`src/rtl/demux16_pkg.sv`:
```
// Shared types and defaults for the demux16 router.
// DEMUX16_CARRY_EN widens each FIFO entry with a carry bit.
package demux16_pkg;

    localparam int unsigned WIDTH_DEF = 16;
    localparam int unsigned DEPTH_DEF = 2;

`ifdef DEMUX16_CARRY_EN
    localparam int unsigned CARRY_W = 1;
`else
    localparam int unsigned CARRY_W = 0;
`endif

    typedef enum logic {
        CH0 = 1'b0,
        CH1 = 1'b1
    } chan_e;

    typedef struct packed {
`ifdef DEMUX16_CARRY_EN
        logic                 carry;
`endif
        logic [WIDTH_DEF-1:0] data;
    } entry_t;

endpackage

```
`src/rtl/demux16_fifo.sv`:
```
// Synchronous FIFO with power-of-two depth, cleared memory on reset and
// unregistered head output.
module demux16_fifo #(
    parameter int unsigned WIDTH = 16,
    parameter int unsigned DEPTH = 2
) (
    input  logic                     clk,
    input  logic                     rst,
    input  logic                     push,
    input  logic [WIDTH-1:0]         wdata,
    input  logic                     pop,
    output logic [WIDTH-1:0]         rdata,
    output logic                     full,
    output logic                     empty,
    output logic [$clog2(DEPTH):0]   count
);

    localparam int unsigned PW = $clog2(DEPTH);
    localparam int unsigned CW = PW + 1;

    logic [WIDTH-1:0] mem_q [DEPTH];
    logic [PW-1:0]    wr_ptr_q;
    logic [PW-1:0]    rd_ptr_q;
    logic [CW-1:0]    count_q;
    logic             push_ok;
    logic             pop_ok;

    assign full    = (count_q == CW'(DEPTH));
    assign empty   = (count_q == '0);
    assign count   = count_q;
    assign rdata   = mem_q[rd_ptr_q];

    // A full FIFO refuses pushes even when popping in the same cycle.
    assign push_ok = push & ~full;
    assign pop_ok  = pop & ~empty;

    always_ff @(posedge clk) begin
        if (rst) begin
            wr_ptr_q <= '0;
            rd_ptr_q <= '0;
            count_q  <= '0;
            for (int i = 0; i < int'(DEPTH); i++) begin
                mem_q[i] <= '0;
            end
        end else begin
            if (push_ok) begin
                mem_q[wr_ptr_q] <= wdata;
                wr_ptr_q        <= wr_ptr_q + PW'(1);
            end
            if (pop_ok) begin
                rd_ptr_q <= rd_ptr_q + PW'(1);
            end
            case ({push_ok, pop_ok})
                2'b10:   count_q <= count_q + CW'(1);
                2'b01:   count_q <= count_q - CW'(1);
                default: count_q <= count_q;
            endcase
        end
    end

endmodule

```
`src/rtl/demux16_router.sv`:
```
// Registered 1-to-2 demultiplexer with per-channel FIFOs and valid/ready ports.
// DEMUX16_CARRY_EN adds a carry bit that travels with each data word.
module demux16_router
    import demux16_pkg::*;
#(
    parameter int unsigned WIDTH = WIDTH_DEF,
    parameter int unsigned DEPTH = DEPTH_DEF
) (
    input  logic             clk,
    input  logic             rst,
    input  logic             in_valid,
    output logic             in_ready,
    input  logic [WIDTH-1:0] in_data,
    input  logic             in_mod,
`ifdef DEMUX16_CARRY_EN
    input  logic             in_carry,
    output logic             out0_carry,
    output logic             out1_carry,
`endif
    output logic             out0_valid,
    input  logic             out0_ready,
    output logic [WIDTH-1:0] out0_data,
    output logic             out1_valid,
    input  logic             out1_ready,
    output logic [WIDTH-1:0] out1_data
);

    localparam int unsigned EW = WIDTH + CARRY_W;
    localparam int unsigned CW = $clog2(DEPTH) + 1;

    chan_e         sel;
    logic          acc;
    logic          push0, push1;
    logic          empty0, empty1;
    logic          full0, full1;
    logic          unused_full;
    logic [CW-1:0] count0, count1;
    logic [EW-1:0] wdata;
    logic [EW-1:0] rdata0, rdata1;

    assign sel      = chan_e'(in_mod);
    assign in_ready = (sel == CH0) ? (count0 < CW'(DEPTH)) : (count1 < CW'(DEPTH));
    assign acc      = in_valid & in_ready;
    assign push0    = acc & (sel == CH0);
    assign push1    = acc & (sel == CH1);

`ifdef DEMUX16_CARRY_EN
    assign wdata      = {in_carry, in_data};
    assign out0_carry = rdata0[WIDTH];
    assign out1_carry = rdata1[WIDTH];
`else
    assign wdata      = in_data;
`endif

    assign out0_valid  = ~empty0;
    assign out1_valid  = ~empty1;
    assign out0_data   = rdata0[WIDTH-1:0];
    assign out1_data   = rdata1[WIDTH-1:0];
    assign unused_full = full0 ^ full1;

    demux16_fifo #(
        .WIDTH (EW),
        .DEPTH (DEPTH)
    ) u_fifo0 (
        .clk   (clk),
        .rst   (rst),
        .push  (push0),
        .wdata (wdata),
        .pop   (out0_ready),
        .rdata (rdata0),
        .full  (full0),
        .empty (empty0),
        .count (count0)
    );

    demux16_fifo #(
        .WIDTH (EW),
        .DEPTH (DEPTH)
    ) u_fifo1 (
        .clk   (clk),
        .rst   (rst),
        .push  (push1),
        .wdata (wdata),
        .pop   (out1_ready),
        .rdata (rdata1),
        .full  (full1),
        .empty (empty1),
        .count (count1)
    );

endmodule

```
`config.mk`:
```
export PLATFORM = sky130hd
export DESIGN_NAME = demux16_router
export DESIGN_NICKNAME = d
export VERILOG_FILES = /design/src/rtl/demux16_pkg.sv /design/src/rtl/demux16_fifo.sv /design/src/rtl/demux16_router.sv
export SDC_FILE = /design/constraint.sdc
export NUM_CORES = 1
export LEC_CHECK = 0
export ABC_AREA = 1
export CAP_MARGIN = 30
export CORE_ASPECT_RATIO = 0.9
export CORE_MARGIN = 5
export CORE_UTILIZATION = 55
export CTS_BUF_LIST = sky130_fd_sc_hd__clkbuf_4 sky130_fd_sc_hd__clkbuf_8
export CTS_CLUSTER_DIAMETER = 50
export CTS_CLUSTER_SIZE = 30
export DETAILED_ROUTE_END_ITERATION = 7
export PLACE_DENSITY = 0.82
export SLEW_MARGIN = 20
export SYNTH_ARGS = -nofsm -noshare
export SYNTH_HDL_FRONTEND = slang
export SYNTH_HIERARCHICAL = 1
export SYNTH_SLANG_ARGS = --single-unit
```
`constraint.sdc`:
```
create_clock -name clk -period 2.56 [get_ports clk]
set_input_delay 0.384 -clock clk [delete_from_list [all_inputs] [get_ports clk]]
set_output_delay 0.384 -clock clk [all_outputs]
set_load 0.03 [all_outputs]
```
# Yosys cells after proc, flatten, opt, wreduce, memory -nomap -nowiden
# Memory sizes are Yosys's and may differ from the RTL's. A register that Yosys moved wholly into a read port is not among the register bits.
# Index checks and enable logic that the tools add are counted.
# classes
add_sub_neg,8
magnitude_cmp,2
n_eq_ne,6
mux,21
bitwise_logic,12
n_reduce_logical,6
# op_table
cell,n
$mux 16,2
$reduce_or 16->1,2
$mux 1,17
$eq 2x2->1 const B,4
$pmux 2 s2,2
$and 1x1->1,7
$not 1->1,5
$add 1x1->1 const B,4
$add 2x1->2 const B,2
$eq 2x1->1 const B,2
$logic_not 2->1,2
$lt 2x2->1 const B,2
$reduce_bool 2->1,2
$sub 2x1->2 const B,2
# word_totals
ff_bits,8
ram_bits,64
inputBits,22
n_memories,2
# mem_list
name,words,width,read_ports,rd_ports_with_merged_regs,write_ports,line_no,rtl
u_fifo0.mem_q,2,16,1,1,2,demux16_fifo.sv:21,logic [WIDTH-1:0] mem_q [DEPTH];
u_fifo1.mem_q,2,16,1,1,2,demux16_fifo.sv:21,

# Logic depth before layout (Yosys ltp)
# Gate-level depths: netlist of run 1.
# depth
ltp_word,10
mapped_depth,10
mapped_depth_nobuf,10

# Cells and area by module
# Netlist of run 1, hierarchy kept.
# modules_own_cells
module,instances,cells_each,area_per_inst_um2,seq_area_each_um2
demux16_fifo,2,140,1666.6,1061.0
demux16_router,1,11,46.3,0.0

# Worst setup path before layout of run 1
# Ideal clock, no wire load.
# synth_path
kind,in2reg
start,in in_mod
end,"mem u_fifo0.mem_q[0][0], enable pin"
setup_time_ns,0.372
arrival_time_ns,1.441
setup_slack_ns,0.747
path_stages,8
path_cell_list,inv_1 > nand2_2 > nor2_2 > inv_1 > nor2_4 > nand3b_4 > buf_6 > nand2_1
# synth_rtl
element,line_no,rtl
from (decl),demux16_router.sv:14,"input logic in_mod,"
to (decl),demux16_fifo.sv:21,

==> reports/qor.csv, run 1 <==
metric,value,unit
register area,2120,um^2
clk_lat worst skew,0.33,ns
DRC Markers,0,
core box area,6050,um^2
CP cell instances,buf_4 -> mux2_2 -> clkdlybuf4s50_1,
"commonest non-fill, non-tap cells in the layout","nor2_1 (67), edfxtp_1 (64), clkdlybuf4s50_1 (56), inv_1 (49), mux2_2 (32)",
Inserted Clock Buffers,9,
Total Routed Length,6210,um
Synth warnings,6,
peak supply drop,0.489,mV
Syn Inst Count,291,
Worst Max-Slew Pin Slew,0.330,ns
reg-to-reg endpoint,u_fifo1/mem_q[1][9]$_SDFFCE_PN0P_,
final hold vios,0,
area share of the largest cell type after synthesis,0.569,
first-pass iteration count of the detailed router,4,
number of DRC markers in iteration 0,96,
Die Ht,84.4,um
"critical path fanouts, max",16,
Via Count,2112,
initial antenna violation count,0,
unrepaired setup endpoints after global routing,false,
multi-input logic area,997,um^2
Area after DPL,4030,um^2
fin. max-slew vios,0,
R2R cell count,8,
total die area,7810,um^2
Die W,92.6,um
"Avg Cell Area, Syn",11.6,um^2
reg-to-reg startpoint,u_fifo1/count[1]$_SDFFE_PP0P_,
sequential share of the synthesized area,0.628,
Syn Nets,315,
largest net degree at the start of global routing,18,
total gr overflow,0,
cts repair resizes,0,
layout cells sized above 1,0.220,
Worst path slowest cell,clkdlybuf4s50_1,
min cycle time layout,2.25,ns
routed length on met2,2950,um
CTS Sinks,74,
post-route ant nets,0,
first-pass GRT wire length,10100,um
fmax,0.444,GHz
CP max stage delay,0.60,ns
fill cell count,456,
FF-to-FF setup slack,0.82,ns
Layout Skew,0.00415,ns
Post-CTS Hold Buffers,0,
Startpoint Class,flip-flop,
Cell Pwr Density,748,nW/um^2
Clock transition at path regs,0.07,ns
met3 routed WL,376,um
Tot Pwr,3.15,mW
Area growth syn-to-layout,24.7,%
Final period util,0.880,
Yosys reg bits,74,
top routing layer in use,met4,
worst rel slew slack,0.779,
top post-synthesis cells by area,"edfxtp_1 (57%), mux2_2 (11%), nor2_1 (7.4%)",
maximum level of the CTS H-tree,3,
Ant. Diodes,0,
WL met1,2760,um
Post-CTS Setup Inserts,0,
Hold WC Path Type,flip-flop to flip-flop,
CP arrival,1.87,ns
dpl hpwl,4470,um
# nets final,382,
Synth area leader,edfxtp_1,
MaxCap Viol Count,0,
fin worst setup slack,0.306,ns
P_leak,1.78,nW
DR WL/cell,14.3,um
Ports,57,
Critical Path End Type,output port,
Crit path required time,2.18,ns
count of different cell masters after synthesis,19,
root buffer cell,clkbuf_8,
via-per-instance ratio,4.86,
"commonest non-fill, non-tap cell in the layout",nor2_1,
CTS tree,yes,
setup tns final,0,ns
status,"finished, final reports clean",
critical path type,flip-flop to output port,
Place WS,0.335,ns
final setup vio count,0,
Worst Setup EP,out1_data[12],
Initial Utilization,0.559,
vias in the first global route,2119,
Port Buf Inserts,56,
Hold Path Stages,2,
Final Cell Area,4210,um^2
GRT Util Overall,0.171,
Syn Std Cell Area,3380,um^2
row count,27,
clk buf depth,2,
GP Congestion,0.787,
==> how the worst min path moves through the flow <==
stage                                       start                       endpoint
global route        u_fifo0/wr_ptr_q$_SDFFE_PP0P_  u_fifo0/wr_ptr_q$_SDFFE_PP0P_
finish              u_fifo0/rd_ptr_q$_SDFFE_PP0P_                      flip-flop
detailed placement  u_fifo0/rd_ptr_q$_SDFFE_PP0P_                      flip-flop
CTS                 u_fifo0/rd_ptr_q$_SDFFE_PP0P_                      flip-flop
global placement    u_fifo1/rd_ptr_q$_SDFFE_PP0P_  u_fifo1/rd_ptr_q$_SDFFE_PP0P_
floorplan           u_fifo0/rd_ptr_q$_SDFFE_PP0P_                      flip-flop
==> Yosys cell counts <==
master and n:
nand2_2 1, ha_1 2, nand3b_4 2, nand3_1 2
dfxtp_1 10, nor2_4 4, inv_1 49, nor2_1 67
mux2_2 32, o21ai_0 4, nor2_2 17, clkinv_1 3
edfxtp_1 64, buf_6 4, nand3_4 2, nand2_1 20
a21oi_1 2, buf_2 4, nand4_1 2
==> flip-flops by register name, summed over array words and instances, names as in the netlist, named ones only <==
signal,cells
u_fifo0/count,2
u_fifo0/mem_q,32
u_fifo0/rd_ptr_q,1
u_fifo0/wr_ptr_q,1
u_fifo1/count,2
u_fifo1/mem_q,32
u_fifo1/rd_ptr_q,1
u_fifo1/wr_ptr_q,1
==> power breakdown <==
group / total, mW / internal, mW / switching [mW]
sequential: 1.46 / 1.42 / 0.0480
combinational: 0.834 / 0.358 / 0.477
clock: 0.855 / 0.453 / 0.402
total: 3.15 / 2.23 / 0.927
==> metrics by stage <==
step,hold WS [ns],utilization,std cells
floorplan,0.467,-,291
global placement,0.479,0.666,419
detailed placement,0.492,0.666,419
CTS,0.512,0.697,435
global route,0.560,0.697,435
finish,0.508,0.697,435
==> per-layer routing <==
| layer | global-route usage | vias to the layer above |
|---|---|---|
| li1 | - | 1073 |
| met1 | 0.226 | 971 |
| met2 | 0.274 | 58 |
| met3 | 0.0349 | 10 |
| met4 | 0.0759 | 0 |
| met5 | 0 | - |
==> critical path: cells and delay by family, from the launching register on <==
family	cells	cell delay [ns]
flip-flops	1	0.32
multiplexers	1	0.38
buffers and inverters	2	0.84
==> cell families after synthesis <==
logic type,count (synthesis),share of synthesized area
and+or+nand+nor,117,0.172
DFF,74,0.628
buffers and inverters,60,0.0770
muxes,32,0.107
AOI/OAI and AO/OA,6,0.00889
adders and majority gates,2,0.00740
==> final cells by class <==
class,instances,share of cell area
clock buffers,10,0.0312
multi-input cells,157,0.237
well taps,72,0.0214
flip-flops and latches,74,0.504
inverters,52,0.0463
clock inverters,6,0.0137
repair buffers,64,0.147
Power figures use the tool's default switching activity.
==> run 2, diff against run 1 <==
--- a/config.mk
+++ b/config.mk
@@ -14,7 +14,7 @@
 export CTS_CLUSTER_DIAMETER = 50
 export CTS_CLUSTER_SIZE = 30
 export DETAILED_ROUTE_END_ITERATION = 7
-export PLACE_DENSITY = 0.82
+export PLACE_DENSITY = 0.81
 export SLEW_MARGIN = 20
 export SYNTH_ARGS = -nofsm -noshare
 export SYNTH_HDL_FRONTEND = slang
==> run 2 against run 1 <==
- critical endpoint is now out1_data[11]
- clock skew grew 0.0020 ns
- register-to-register slack is essentially flat
- global-route usage grew 0.42 points
- flip-flop and latch count is the same
- design area grew 1.1%
- sequential share of layout area shrank 0.56 points
- die area is the same
- via count grew 3.5%
- combinational power grew 0.7%
==> reports/qor.csv, run 2 (synthesis gave the netlist of run 1 again) <==
metric,value,unit
Startpoint Class,flip-flop,
switch share,0.280,
Inserted Clock Buffers,9,
CTS Sinks,74,
Hold WC Path Type,flip-flop to flip-flop,
setup tns final,0,ns
critical path type,flip-flop to output port,
layout cells sized above 1,0.220,
cts repair resizes,0,
maximum level of the CTS H-tree,3,
unrepaired setup endpoints after global routing,false,
Die W,92.6,um
Area growth syn-to-layout,26.1,%
Tot Pwr,3.37,mW
Cell Pwr Density,791,nW/um^2
DR WL/cell,15.1,um
Total Routed Length,6560,um
initial antenna violation count,0,
final setup vio count,0,
Placed Instances,419,
Clk pwr share,0.316,
Final period util,0.893,
"commonest non-fill, non-tap cells in the layout","nor2_1 (67), edfxtp_1 (64), clkdlybuf4s50_1 (56), inv_1 (49), mux2_2 (32)",
reg-to-reg endpoint,u_fifo1/mem_q[1][6]$_SDFFCE_PN0P_,
root buffer cell,clkbuf_8,
final hold vios,0,
Sequential Power Share,0.434,
via-per-instance ratio,5.02,
Place WS,0.331,ns
post-route ant nets,0,
R2R cell count,8,
total gr overflow,0,
Pint,2.43,mW
Crit path required time,2.18,ns
Hold Path Stages,2,
clk buf depth,2,
Layout Skew,0.00618,ns
min cycle time layout,2.29,ns
Post-CTS Setup Inserts,0,
vias in the first global route,2240,
CTS tree,yes,
Die Ht,84.4,um
Area after DPL,4030,um^2
fill cell count,433,
combinational power share,0.249,
P_leak,1.81,nW
hold path startpoint,u_fifo1/rd_ptr_q$_SDFFE_PP0P_,
Final Cell Area,4260,um^2
FF-to-FF setup slack,0.81,ns
GP Congestion,0.834,
MaxCap Viol Count,0,
switching power,0.945,mW
reg-to-reg startpoint,u_fifo1/count[1]$_SDFFE_PP0P_,
"critical path fanouts, max",16,
peak supply drop,0.443,mV
Port Buf Inserts,56,
fin util,0.705,
# nets final,382,
row count,27,
Ports,57,
total die area,7810,um^2
Post-CTS Hold Buffers,0,
largest net degree at the start of global routing,18,
status,"finished, final reports clean",
fmax,0.437,GHz
Hold Worst Slack,0.515,ns
dpl hpwl,4520,um
GRT Util Overall,0.175,
Ant. Diodes,0,
"commonest non-fill, non-tap cell in the layout",nor2_1,
Worst Max-Slew Pin Slew,0.322,ns
clk_lat worst skew,0.34,ns
Via Count,2185,
Critical Path End Type,output port,
Final Non-Filler Cells,435,
number of DRC markers in iteration 0,167,
Initial Utilization,0.559,
first-pass iteration count of the detailed router,6,
fin. max-slew vios,0,
DRC Markers,0,
Top Registers,"u_fifo0/mem_q x32, u_fifo1/mem_q x32",
fin worst setup slack,0.273,ns
core box area,6050,um^2
first-pass GRT wire length,10400,um
Clock transition at path regs,0.07,ns
worst rel slew slack,0.785,
CP arrival,1.90,ns
-- run 2: cell count changes in the layout (fill, tap and decap cells not counted) --
cell,previous run,this run
clkinvlp_4,2,1
clkinv_2,1,0
bufinv_16,1,3
-- run 2: metal layers --
metal  GRT usage  share of wire  vias to the layer above
met2       0.293           0.50                       92
met4      0.0879          0.026                        0
met1       0.215           0.40                     1002
met5           0              0                        -
li1            -              -                     1073
met3      0.0367          0.072                       18
-- run 2: worst max path at each step --
stage / start / to / slack [ns] / depth (start not counted)
floorplan: in_mod / u_fifo0/mem_q[0][0]$_SDFFCE_PN0P_ / 0.75 / 8
global placement: in_mod / u_fifo1/mem_q[1][6]$_SDFFCE_PN0P_ / 0.39 / 8
detailed placement: in_mod / u_fifo1/mem_q[1][2]$_SDFFCE_PN0P_ / 0.33 / 8
CTS: flip-flop / out1_data[11] / 0.25 / 3
global route: flip-flop / out1_data[11] / 0.21 / 3
finish: flip-flop / out1_data[11] / 0.27 / 3
-- run 2: final cells by class --
class / instances / area [um^2] / area share
Clock inverter: 6 / 105 / 0.0247
Sequential cell: 74 / 2120 / 0.498
Multi-Input combinational cell: 157 / 997 / 0.234
Clock buffer: 10 / 131 / 0.0308
Timing Repair Buffer: 64 / 621 / 0.146
Tap cell: 72 / 90.1 / 0.0211
Inverter: 52 / 195 / 0.0458
-- run 2: power by group through the flow --
stage               Clock, mW  Combinational, mW  Sequential [mW]
finish                   1.07              0.840             1.46
global route             1.14              0.899             1.47
CTS                      1.09              0.848             1.47
global placement            0              0.828             1.48
detailed placement          0              0.841             1.49
floorplan                   0              0.557             1.48
-- run 2: worst max-delay path, cell delays in order (launching register included) --
cell	delay (ns)
dfxtp_1	0.33
buf_4	0.24
mux2_2	0.38
clkdlybuf4s50_1	0.60
